`src/rtl/data_fetch_unit_if.sv`:
```
`default_nettype none
// ============================================================================
//  Module      : data_fetch_unit_if
//  Description : BRAM port B bundle between the data fetch unit (master)
//                and the block RAM (slave).
//                  addrb : byte address (word index * 4)
//                  dinb  : write data
//                  enb   : port enable
//                  web   : byte write enables
//                  doutb : read data, one cycle after the address
//  Revision    : 1.0 - initial release
// ============================================================================
interface data_fetch_unit_if;
    logic [31:0] addrb;
    logic [31:0] dinb;
    logic        enb;
    logic [3:0]  web;
    logic [31:0] doutb;

    modport master (output addrb, output dinb, output enb, output web, input doutb);
    modport slave  (input addrb, input dinb, input enb, input web, output doutb);
endinterface
`default_nettype wire

```
`src/rtl/data_fetch_unit.sv`:
```
`default_nettype none
// ============================================================================
//  Module      : data_fetch_unit
//  Description : Loads one 2x2 tile of a 2x2/4x4/8x8 row-major matrix from
//                BRAM port B into the four PE operand registers, or stores the
//                four PE results back as a 2x2 tile.
//  Ports       : CLK, ADDR_RST (async, active high)
//                ADDR_START / WRADDR_START : load / store request (store wins)
//                DIMEN, ADDRESS, PE_SEL, PE_SEL_2x2, PE_SEL_4 : tile select
//                PE_DOUT_0..3 : data to store
//                PE_DIN_0..3  : loaded operands
//                FETCH_DONE / STORE_DONE : one-cycle completion pulses
//                bram : BRAM port B (master side)
//  Revision    : 1.0 - initial release
// ============================================================================
module data_fetch_unit (
    input  wire logic        CLK,
    input  wire logic        ADDR_RST,
    input  wire logic        ADDR_START,
    input  wire logic        WRADDR_START,
    input  wire logic [1:0]  DIMEN,
    input  wire logic [3:0]  ADDRESS,
    input  wire logic [1:0]  PE_SEL,
    input  wire logic        PE_SEL_2x2,
    input  wire logic        PE_SEL_4,
    input  wire logic [31:0] PE_DOUT_0,
    input  wire logic [31:0] PE_DOUT_1,
    input  wire logic [31:0] PE_DOUT_2,
    input  wire logic [31:0] PE_DOUT_3,
    output logic [31:0]      PE_DIN_0,
    output logic [31:0]      PE_DIN_1,
    output logic [31:0]      PE_DIN_2,
    output logic [31:0]      PE_DIN_3,
    output logic             FETCH_DONE,
    output logic             STORE_DONE,
    data_fetch_unit_if.master bram
);

    typedef enum logic [3:0] {
        S_IDLE  = 4'd0,
        S_RD0   = 4'd1,
        S_RD1   = 4'd2,
        S_RD2   = 4'd3,
        S_RD3   = 4'd4,
        S_RDW   = 4'd5,
        S_FDONE = 4'd6,
        S_WR0   = 4'd7,
        S_WR1   = 4'd8,
        S_WR2   = 4'd9,
        S_WR3   = 4'd10,
        S_SDONE = 4'd11
    } state_t;

    state_t      r_state, w_state_nxt;

    // Operation parameters captured in IDLE
    logic [1:0]  r_shift, r_tr, r_tc;
    logic [3:0]  r_address;
    logic [31:0] r_dout [4];

    logic        w_latch, w_latch_dout;
    logic [1:0]  w_shift_in, w_tr_in, w_tc_in;
    logic [1:0]  w_shift_nxt, w_tr_nxt, w_tc_nxt;
    logic [3:0]  w_address_nxt;
    logic [31:0] w_pe_dout_in [4];
    logic [31:0] w_dout_nxt   [4];

    logic [1:0]  w_k;
    logic        w_en, w_wr;
    logic [2:0]  w_row, w_col;
    logic [9:0]  w_word;
    logic [31:0] w_addrb_nxt, w_dinb_nxt;
    logic [3:0]  w_web_nxt;

    logic [31:0] r_addrb, r_dinb;
    logic        r_enb;
    logic [3:0]  r_web;

    assign w_pe_dout_in[0] = PE_DOUT_0;
    assign w_pe_dout_in[1] = PE_DOUT_1;
    assign w_pe_dout_in[2] = PE_DOUT_2;
    assign w_pe_dout_in[3] = PE_DOUT_3;

    // Matrix side as log2(N) and tile coordinates from the live inputs
    always_comb begin
        w_shift_in = 2'd3;
        w_tr_in    = {PE_SEL_4, PE_SEL[1]};
        w_tc_in    = {PE_SEL_2x2, PE_SEL[0]};
        case (DIMEN)
            2'b00: begin
                w_shift_in = 2'd1;
                w_tr_in    = 2'd0;
                w_tc_in    = 2'd0;
            end
            2'b01: begin
                w_shift_in = 2'd2;
                w_tr_in    = {1'b0, PE_SEL_4};
                w_tc_in    = {1'b0, PE_SEL_2x2};
            end
            default: ;
        endcase
    end

    // Next-state logic
    always_comb begin
        w_state_nxt  = r_state;
        w_latch      = 1'b0;
        w_latch_dout = 1'b0;
        case (r_state)
            S_IDLE: begin
                if (WRADDR_START) begin
                    w_state_nxt  = S_WR0;
                    w_latch      = 1'b1;
                    w_latch_dout = 1'b1;
                end else if (ADDR_START) begin
                    w_state_nxt  = S_RD0;
                    w_latch      = 1'b1;
                end
            end
            S_RD0:   w_state_nxt = S_RD1;
            S_RD1:   w_state_nxt = S_RD2;
            S_RD2:   w_state_nxt = S_RD3;
            S_RD3:   w_state_nxt = S_RDW;
            S_RDW:   w_state_nxt = S_FDONE;
            S_FDONE: w_state_nxt = S_IDLE;
            S_WR0:   w_state_nxt = S_WR1;
            S_WR1:   w_state_nxt = S_WR2;
            S_WR2:   w_state_nxt = S_WR3;
            S_WR3:   w_state_nxt = S_SDONE;
            S_SDONE: w_state_nxt = S_IDLE;
            default: w_state_nxt = S_IDLE;
        endcase
    end

    // Parameters as they will be after this edge, so the first bus cycle
    // of an operation can already use the freshly sampled inputs.
    always_comb begin
        w_shift_nxt   = w_latch ? w_shift_in : r_shift;
        w_tr_nxt      = w_latch ? w_tr_in    : r_tr;
        w_tc_nxt      = w_latch ? w_tc_in    : r_tc;
        w_address_nxt = w_latch ? ADDRESS    : r_address;
        for (int i = 0; i < 4; i++) begin
            w_dout_nxt[i] = w_latch_dout ? w_pe_dout_in[i] : r_dout[i];
        end
    end

    // Registered bus outputs, decoded from the next state
    always_comb begin
        w_k  = 2'd0;
        w_en = 1'b0;
        w_wr = 1'b0;
        case (w_state_nxt)
            S_RD0: begin w_en = 1'b1; w_k = 2'd0; end
            S_RD1: begin w_en = 1'b1; w_k = 2'd1; end
            S_RD2: begin w_en = 1'b1; w_k = 2'd2; end
            S_RD3: begin w_en = 1'b1; w_k = 2'd3; end
            S_WR0: begin w_en = 1'b1; w_wr = 1'b1; w_k = 2'd0; end
            S_WR1: begin w_en = 1'b1; w_wr = 1'b1; w_k = 2'd1; end
            S_WR2: begin w_en = 1'b1; w_wr = 1'b1; w_k = 2'd2; end
            S_WR3: begin w_en = 1'b1; w_wr = 1'b1; w_k = 2'd3; end
            default: ;
        endcase
        // word = ADDRESS*64 + (2*TR + r)*N + 2*TC + c
        w_row       = {w_tr_nxt, w_k[1]};
        w_col       = {w_tc_nxt, w_k[0]};
        w_word      = {w_address_nxt, 6'd0} + (10'(w_row) << w_shift_nxt) + 10'(w_col);
        w_addrb_nxt = w_en ? {20'd0, w_word, 2'b00} : 32'd0;
        w_dinb_nxt  = w_wr ? w_dout_nxt[w_k] : 32'd0;
        w_web_nxt   = w_wr ? 4'hF : 4'h0;
    end

    always_ff @(posedge CLK or posedge ADDR_RST) begin
        if (ADDR_RST) begin
            r_state    <= S_IDLE;
            r_shift    <= 2'd0;
            r_tr       <= 2'd0;
            r_tc       <= 2'd0;
            r_address  <= 4'd0;
            for (int i = 0; i < 4; i++) r_dout[i] <= 32'd0;
            r_addrb    <= 32'd0;
            r_dinb     <= 32'd0;
            r_enb      <= 1'b0;
            r_web      <= 4'h0;
            PE_DIN_0   <= 32'd0;
            PE_DIN_1   <= 32'd0;
            PE_DIN_2   <= 32'd0;
            PE_DIN_3   <= 32'd0;
            FETCH_DONE <= 1'b0;
            STORE_DONE <= 1'b0;
        end else begin
            r_state    <= w_state_nxt;
            r_shift    <= w_shift_nxt;
            r_tr       <= w_tr_nxt;
            r_tc       <= w_tc_nxt;
            r_address  <= w_address_nxt;
            for (int i = 0; i < 4; i++) r_dout[i] <= w_dout_nxt[i];
            r_addrb    <= w_addrb_nxt;
            r_dinb     <= w_dinb_nxt;
            r_enb      <= w_en;
            r_web      <= w_web_nxt;
            FETCH_DONE <= (w_state_nxt == S_FDONE);
            STORE_DONE <= (w_state_nxt == S_SDONE);
            // BRAM data for element k arrives one state after RDk
            case (r_state)
                S_RD1:   PE_DIN_0 <= bram.doutb;
                S_RD2:   PE_DIN_1 <= bram.doutb;
                S_RD3:   PE_DIN_2 <= bram.doutb;
                S_RDW:   PE_DIN_3 <= bram.doutb;
                default: ;
            endcase
        end
    end

    assign bram.addrb = r_addrb;
    assign bram.dinb  = r_dinb;
    assign bram.enb   = r_enb;
    assign bram.web   = r_web;

endmodule
`default_nettype wire

```
`src/flat_wrapper.sv`:
```
// flat-port wrapper written by rule: the top's interface ports become plain ports
module data_fetch_unit_flat 
  (CLK, ADDR_RST, ADDR_START, WRADDR_START, DIMEN, ADDRESS, PE_SEL, PE_SEL_2x2, PE_SEL_4, PE_DOUT_0, PE_DOUT_1, PE_DOUT_2, PE_DOUT_3, PE_DIN_0, PE_DIN_1, PE_DIN_2, PE_DIN_3, FETCH_DONE, STORE_DONE, bram_addrb, bram_dinb, bram_enb, bram_web, bram_doutb);
  data_fetch_unit_if bram_i ();
  input  wire logic CLK;
  input  wire logic ADDR_RST;
  input  wire logic ADDR_START;
  input  wire logic WRADDR_START;
  input  wire logic [1:0] DIMEN;
  input  wire logic [3:0] ADDRESS;
  input  wire logic [1:0] PE_SEL;
  input  wire logic PE_SEL_2x2;
  input  wire logic PE_SEL_4;
  input  wire logic [31:0] PE_DOUT_0;
  input  wire logic [31:0] PE_DOUT_1;
  input  wire logic [31:0] PE_DOUT_2;
  input  wire logic [31:0] PE_DOUT_3;
  output logic [31:0] PE_DIN_0;
  output logic [31:0] PE_DIN_1;
  output logic [31:0] PE_DIN_2;
  output logic [31:0] PE_DIN_3;
  output logic FETCH_DONE;
  output logic STORE_DONE;
  output wire logic [$bits(bram_i.addrb)-1:0] bram_addrb;
  output wire logic [$bits(bram_i.dinb)-1:0] bram_dinb;
  output wire logic [$bits(bram_i.enb)-1:0] bram_enb;
  output wire logic [$bits(bram_i.web)-1:0] bram_web;
  input wire logic [$bits(bram_i.doutb)-1:0] bram_doutb;
  assign bram_addrb = bram_i.addrb;
  assign bram_dinb = bram_i.dinb;
  assign bram_enb = bram_i.enb;
  assign bram_web = bram_i.web;
  assign bram_i.doutb = bram_doutb;
  data_fetch_unit u_core (.CLK(CLK), .ADDR_RST(ADDR_RST), .ADDR_START(ADDR_START), .WRADDR_START(WRADDR_START), .DIMEN(DIMEN), .ADDRESS(ADDRESS), .PE_SEL(PE_SEL), .PE_SEL_2x2(PE_SEL_2x2), .PE_SEL_4(PE_SEL_4), .PE_DOUT_0(PE_DOUT_0), .PE_DOUT_1(PE_DOUT_1), .PE_DOUT_2(PE_DOUT_2), .PE_DOUT_3(PE_DOUT_3), .PE_DIN_0(PE_DIN_0), .PE_DIN_1(PE_DIN_1), .PE_DIN_2(PE_DIN_2), .PE_DIN_3(PE_DIN_3), .FETCH_DONE(FETCH_DONE), .STORE_DONE(STORE_DONE), .bram(bram_i));
endmodule
```
`config.mk`:
```
export PLATFORM = sky130hd
export DESIGN_NAME = data_fetch_unit_flat
export DESIGN_NICKNAME = d
export VERILOG_FILES = /design/src/rtl/data_fetch_unit_if.sv /design/src/rtl/data_fetch_unit.sv /design/src/flat_wrapper.sv
export SDC_FILE = /design/constraint.sdc
export NUM_CORES = 1
export LEC_CHECK = 0
export ABC_CLOCK_PERIOD_IN_PS = 23700
export BUFFER_PORTS_ARGS = -buffer_cell sky130_fd_sc_hd__buf_2
export CAP_MARGIN = 20
export CORE_UTILIZATION = 37
export DETAILED_ROUTE_END_ITERATION = 10
export PLACE_DENSITY_LB_ADDON = 0.3
export SLEW_MARGIN = 20
export SYNTH_ARGS = -nofsm -noshare
export SYNTH_HDL_FRONTEND = slang
export SYNTH_SLANG_ARGS = --single-unit
```
`constraint.sdc`:
```
create_clock -name CLK -period 23.7 [get_ports CLK]
set_input_delay 4.74 -clock CLK [delete_from_list [all_inputs] [get_ports CLK]]
set_output_delay 4.74 -clock CLK [all_outputs]
set_load 0.05 [all_outputs]
```
==> impl_metrics.tcl <==
set metrics [dict create \
    hold_violations 0 \
    synth-edff-count 0 \
    grt_busiest_layer "met2" \
    avgViaCountPerCell 4.838 \
    critical_path_arrival_ns 7.69 \
    worstPathBufferInverterCount 1 \
    htree_levels 2 \
    pin_count 373 \
    synthXorXnorAreaFrac_pct 0.2624 \
    ys_seq_area_share_pct 59.23 \
    min-delay-start "u_core.r_dout[58]$_DFF_PP0_" \
    die_x_um 192.0 \
    layout-drive-gt1-share_pct 44.14 \
    synth_area_mm2 0.01335 \
    fmax_mhz 137.7 \
    grt_max_degree 122 \
    crit_chain "buf_2 > nor2_1 > o21ai_2 > nand2_1 > nor2_1 > ha_1 > fa_1 > a21oi_1 > o21ai_0 > a211o_1 > o311a_1 > a311oi_1" \
    start_kind "input pin" \
    synth_compound_area_share_pct 5.942 \
    start_util_pct 37.53 \
    rrSetupSlack_ns 19.89 \
    setup_viol 0 \
    yosysUniqueCellTypes 60 \
    syn2layout_area_growth_pct 24.72 \
    cts_setup_buffers 0 \
    mostFrequentLayoutCells "350 x buf_2, 316 x dfrtp_1, 209 x nand2_1" \
    crit_path_max_incr_delay_ns 0.60 \
    dieArea_mm2 0.03684 \
    cpMaxStageDelayCell "nor2_1" \
    reg2reg_to "u_core.bram.addrb[10]$_DFF_PP0_" \
    dpl.hpwl_um 22600 \
    cts_max_path_buffers 3 \
    reg2reg_depth 10 \
    globalRouteMet1Util_pct 23.35 \
    max_cap_viol_count 0 \
    holdWs_ns 0.4742 \
    ys.flop_type "dfrtp_1" \
    layout.nets 1570 \
    holdPathStages 2 \
    numClockSinks 316 \
    cts_buffers 36 \
    avgSynthCellArea_um2 12.62 \
    io_buffers 350 \
    final_cell_area_mm2 0.01665 \
    synthSimpleGateAreaFrac_pct 8.454 \
    antenna_found_initial 9 \
    final_common_cell "buf_2" \
    ys_warn_count 0 \
    path_max_fanout 7 \
    maxSlewViolCount 0 \
    gr-total-overflow 0 \
    muxShareOfSynthArea_pct 21.87 \
    grtUsageMet3_pct 3.599 \
    cpMostUsedCell "nor2_1" \
    vias 9119 \
    clock_latency_ns 0.53 \
    finalWeightedCongestion 0.8089 \
    fp-row-count 69 \
    track_usage_pct 18.45 \
    post_drt_wl_per_cell_um 17.82 \
    pre_cts_ws_ns 15.89 \
    postLayoutSetupSlackWorst_ns 16.44 \
    antenna_left 0 \
    cts_tree "yes" \
    status "finished, final reports clean" \
    tightest_slew_ns 1.060 \
    critPathTopFamily "compound AO/OA/AOI/OAI gates" \
    maxSlewHeadroom_pct 29.19 \
    fin_tns_setup_ns 0 \
    cts.hold.buffers_added 0 \
    final.period_utilization_pct 30.65 \
    synth_top_family_by_area "multiplexers" \
    r2r_start "u_core.r_state[2]$_DFF_PP0_" \
    cts-root-buf "clkbuf_16" \
    post_synth_fa_ha_maj_area_fraction_pct 0.4311 \
    dr.pass1.iters 4 \
    dieHeight_um 192.0 \
    async_flop_share_pct 100.0 \
    grt_first_pass_wirelength_um 52460 \
    clk_pin_slew_ns 0.05 \
    path_class "in2reg" \
    final.min_clock_period_ns 7.263 \
    dpl-instance-area_mm2 0.01543 \
    skew_ns 0.01430 \
    critPathRequiredTime_ns 24.13 \
    use_met2_pct 30.19 \
    hp-class "reg2reg" \
    cp-end-kind "flip-flop" \
    ys_ff_latch 316 \
    core_area_mm2 0.03557 \
    wirelength_um 33590 \
    cts_resized 0 \
    rsz0062_at_grt "no" \
    first_global_vias 9431 \
    holdPathEnd "u_core.r_dout[58]$_DFF_PP0_" \
    syn_inst 1058 \
    drc_errors 0 \
    drtIter0Drc 297 \
]
[metrics by stage]
step           util [%]  std cells
6_report          46.81       1885
5_1_grt           46.81       1884
3_3_place_gp      43.33       1814
2_1_floorplan         -       1079
3_5_place_dp      43.38       1815
4_1_cts           46.76       1877
[sequential cells by signal (all words and copies together), names as in the netlist, 10 cells and up]
register,cells
u_core.PE_DIN_3,32
u_core.PE_DIN_0,32
u_core.PE_DIN_2,32
u_core.bram.dinb,32
u_core.bram.addrb,10
u_core.r_dout,128
u_core.PE_DIN_1,32
[worst register-to-register path, stage by stage, from the launching register on]
cell and delay, ns:
dfrtp_1 0.61, or4_1 0.77, o21ai_2 0.25, nand2_1 0.19
a211oi_1 0.40, fa_1 0.32, a21oi_1 0.13, nor3_1 0.37
o221ai_2 0.22, or4_1 0.43, nand2_1 0.08
[layout make-up]
cell class / instances / area, µm²
Multi-Input combinational cell: 669 / 5059
Clock buffer: 55 / 1104
Inverter: 7 / 33.78
Sequential cell: 316 / 7908
Clock inverter: 7 / 96.34
Timing Repair Buffer: 362 / 1854
Antenna cell: 8 / 20.02
Tap cell: 461 / 576.8
Fill cell: 3347 / 18920
[cells by family after synthesis]
group	after synthesis
compound gates	112
xor+xnor	4
fa+ha+maj	4
buf+inv	94
flops	316
mux	263
other cells	1
simple gates	264
[Yosys cell counts, drive strengths merged (2+ instances only)]
| cell type | n | area, µm² |
|---|---|---|
| nand2 | 210 | 795.8 |
| a22o | 32 | 280.3 |
| a211oi | 4 | 35.03 |
| and2 | 4 | 25.02 |
| buf | 68 | 407.9 |
| ha | 3 | 37.54 |
| nor3 | 4 | 31.28 |
| clkbuf | 19 | 71.32 |
| a211o | 2 | 17.52 |
| inv | 7 | 26.28 |
| or4 | 2 | 15.01 |
| nand2b | 3 | 18.77 |
| dfrtp | 316 | 7908 |
| nand3 | 6 | 30.03 |
| and3b | 2 | 17.52 |
| nand4 | 3 | 18.77 |
| mux2i | 37 | 370.4 |
| a21o | 4 | 30.03 |
| o211ai | 3 | 22.52 |
| xnor2 | 3 | 26.28 |
| o21ai | 41 | 212.7 |
| or3 | 2 | 17.52 |
| or2 | 2 | 12.52 |
| a21oi | 11 | 55.05 |
| nor2b | 4 | 25.02 |
| nor2 | 17 | 71.32 |
| a2bb2oi | 2 | 17.52 |
| mux2 | 226 | 2549 |
| nand3b | 2 | 15.01 |
[metal layers]
layer,up-vias,part of all wire (%)
met4,0,3.4
met5,-,0
met2,231,50
met1,4539,42
li1,4279,-
met3,70,4.6
[how the worst max path moves through the flow]
stage / start / cells past startpoint / endpoint / slack, ns
after floorplan: ADDR_RST / 1 / u_core.FETCH_DONE$_DFF_PP0_ / 10.22
after global placement: WRADDR_START / 12 / u_core.bram.addrb[6]$_DFF_PP0_ / 15.97
after detailed placement: WRADDR_START / 12 / u_core.bram.addrb[6]$_DFF_PP0_ / 15.89
after CTS: WRADDR_START / 12 / u_core.bram.addrb[6]$_DFF_PP0_ / 16.47
after global routing: WRADDR_START / 12 / u_core.bram.addrb[6]$_DFF_PP0_ / 16.25
final: WRADDR_START / 12 / u_core.bram.addrb[6]$_DFF_PP0_ / 16.44
Power is not shown: default switching activity piles up to over one toggle a cycle in this logic, so the estimate is an artifact.
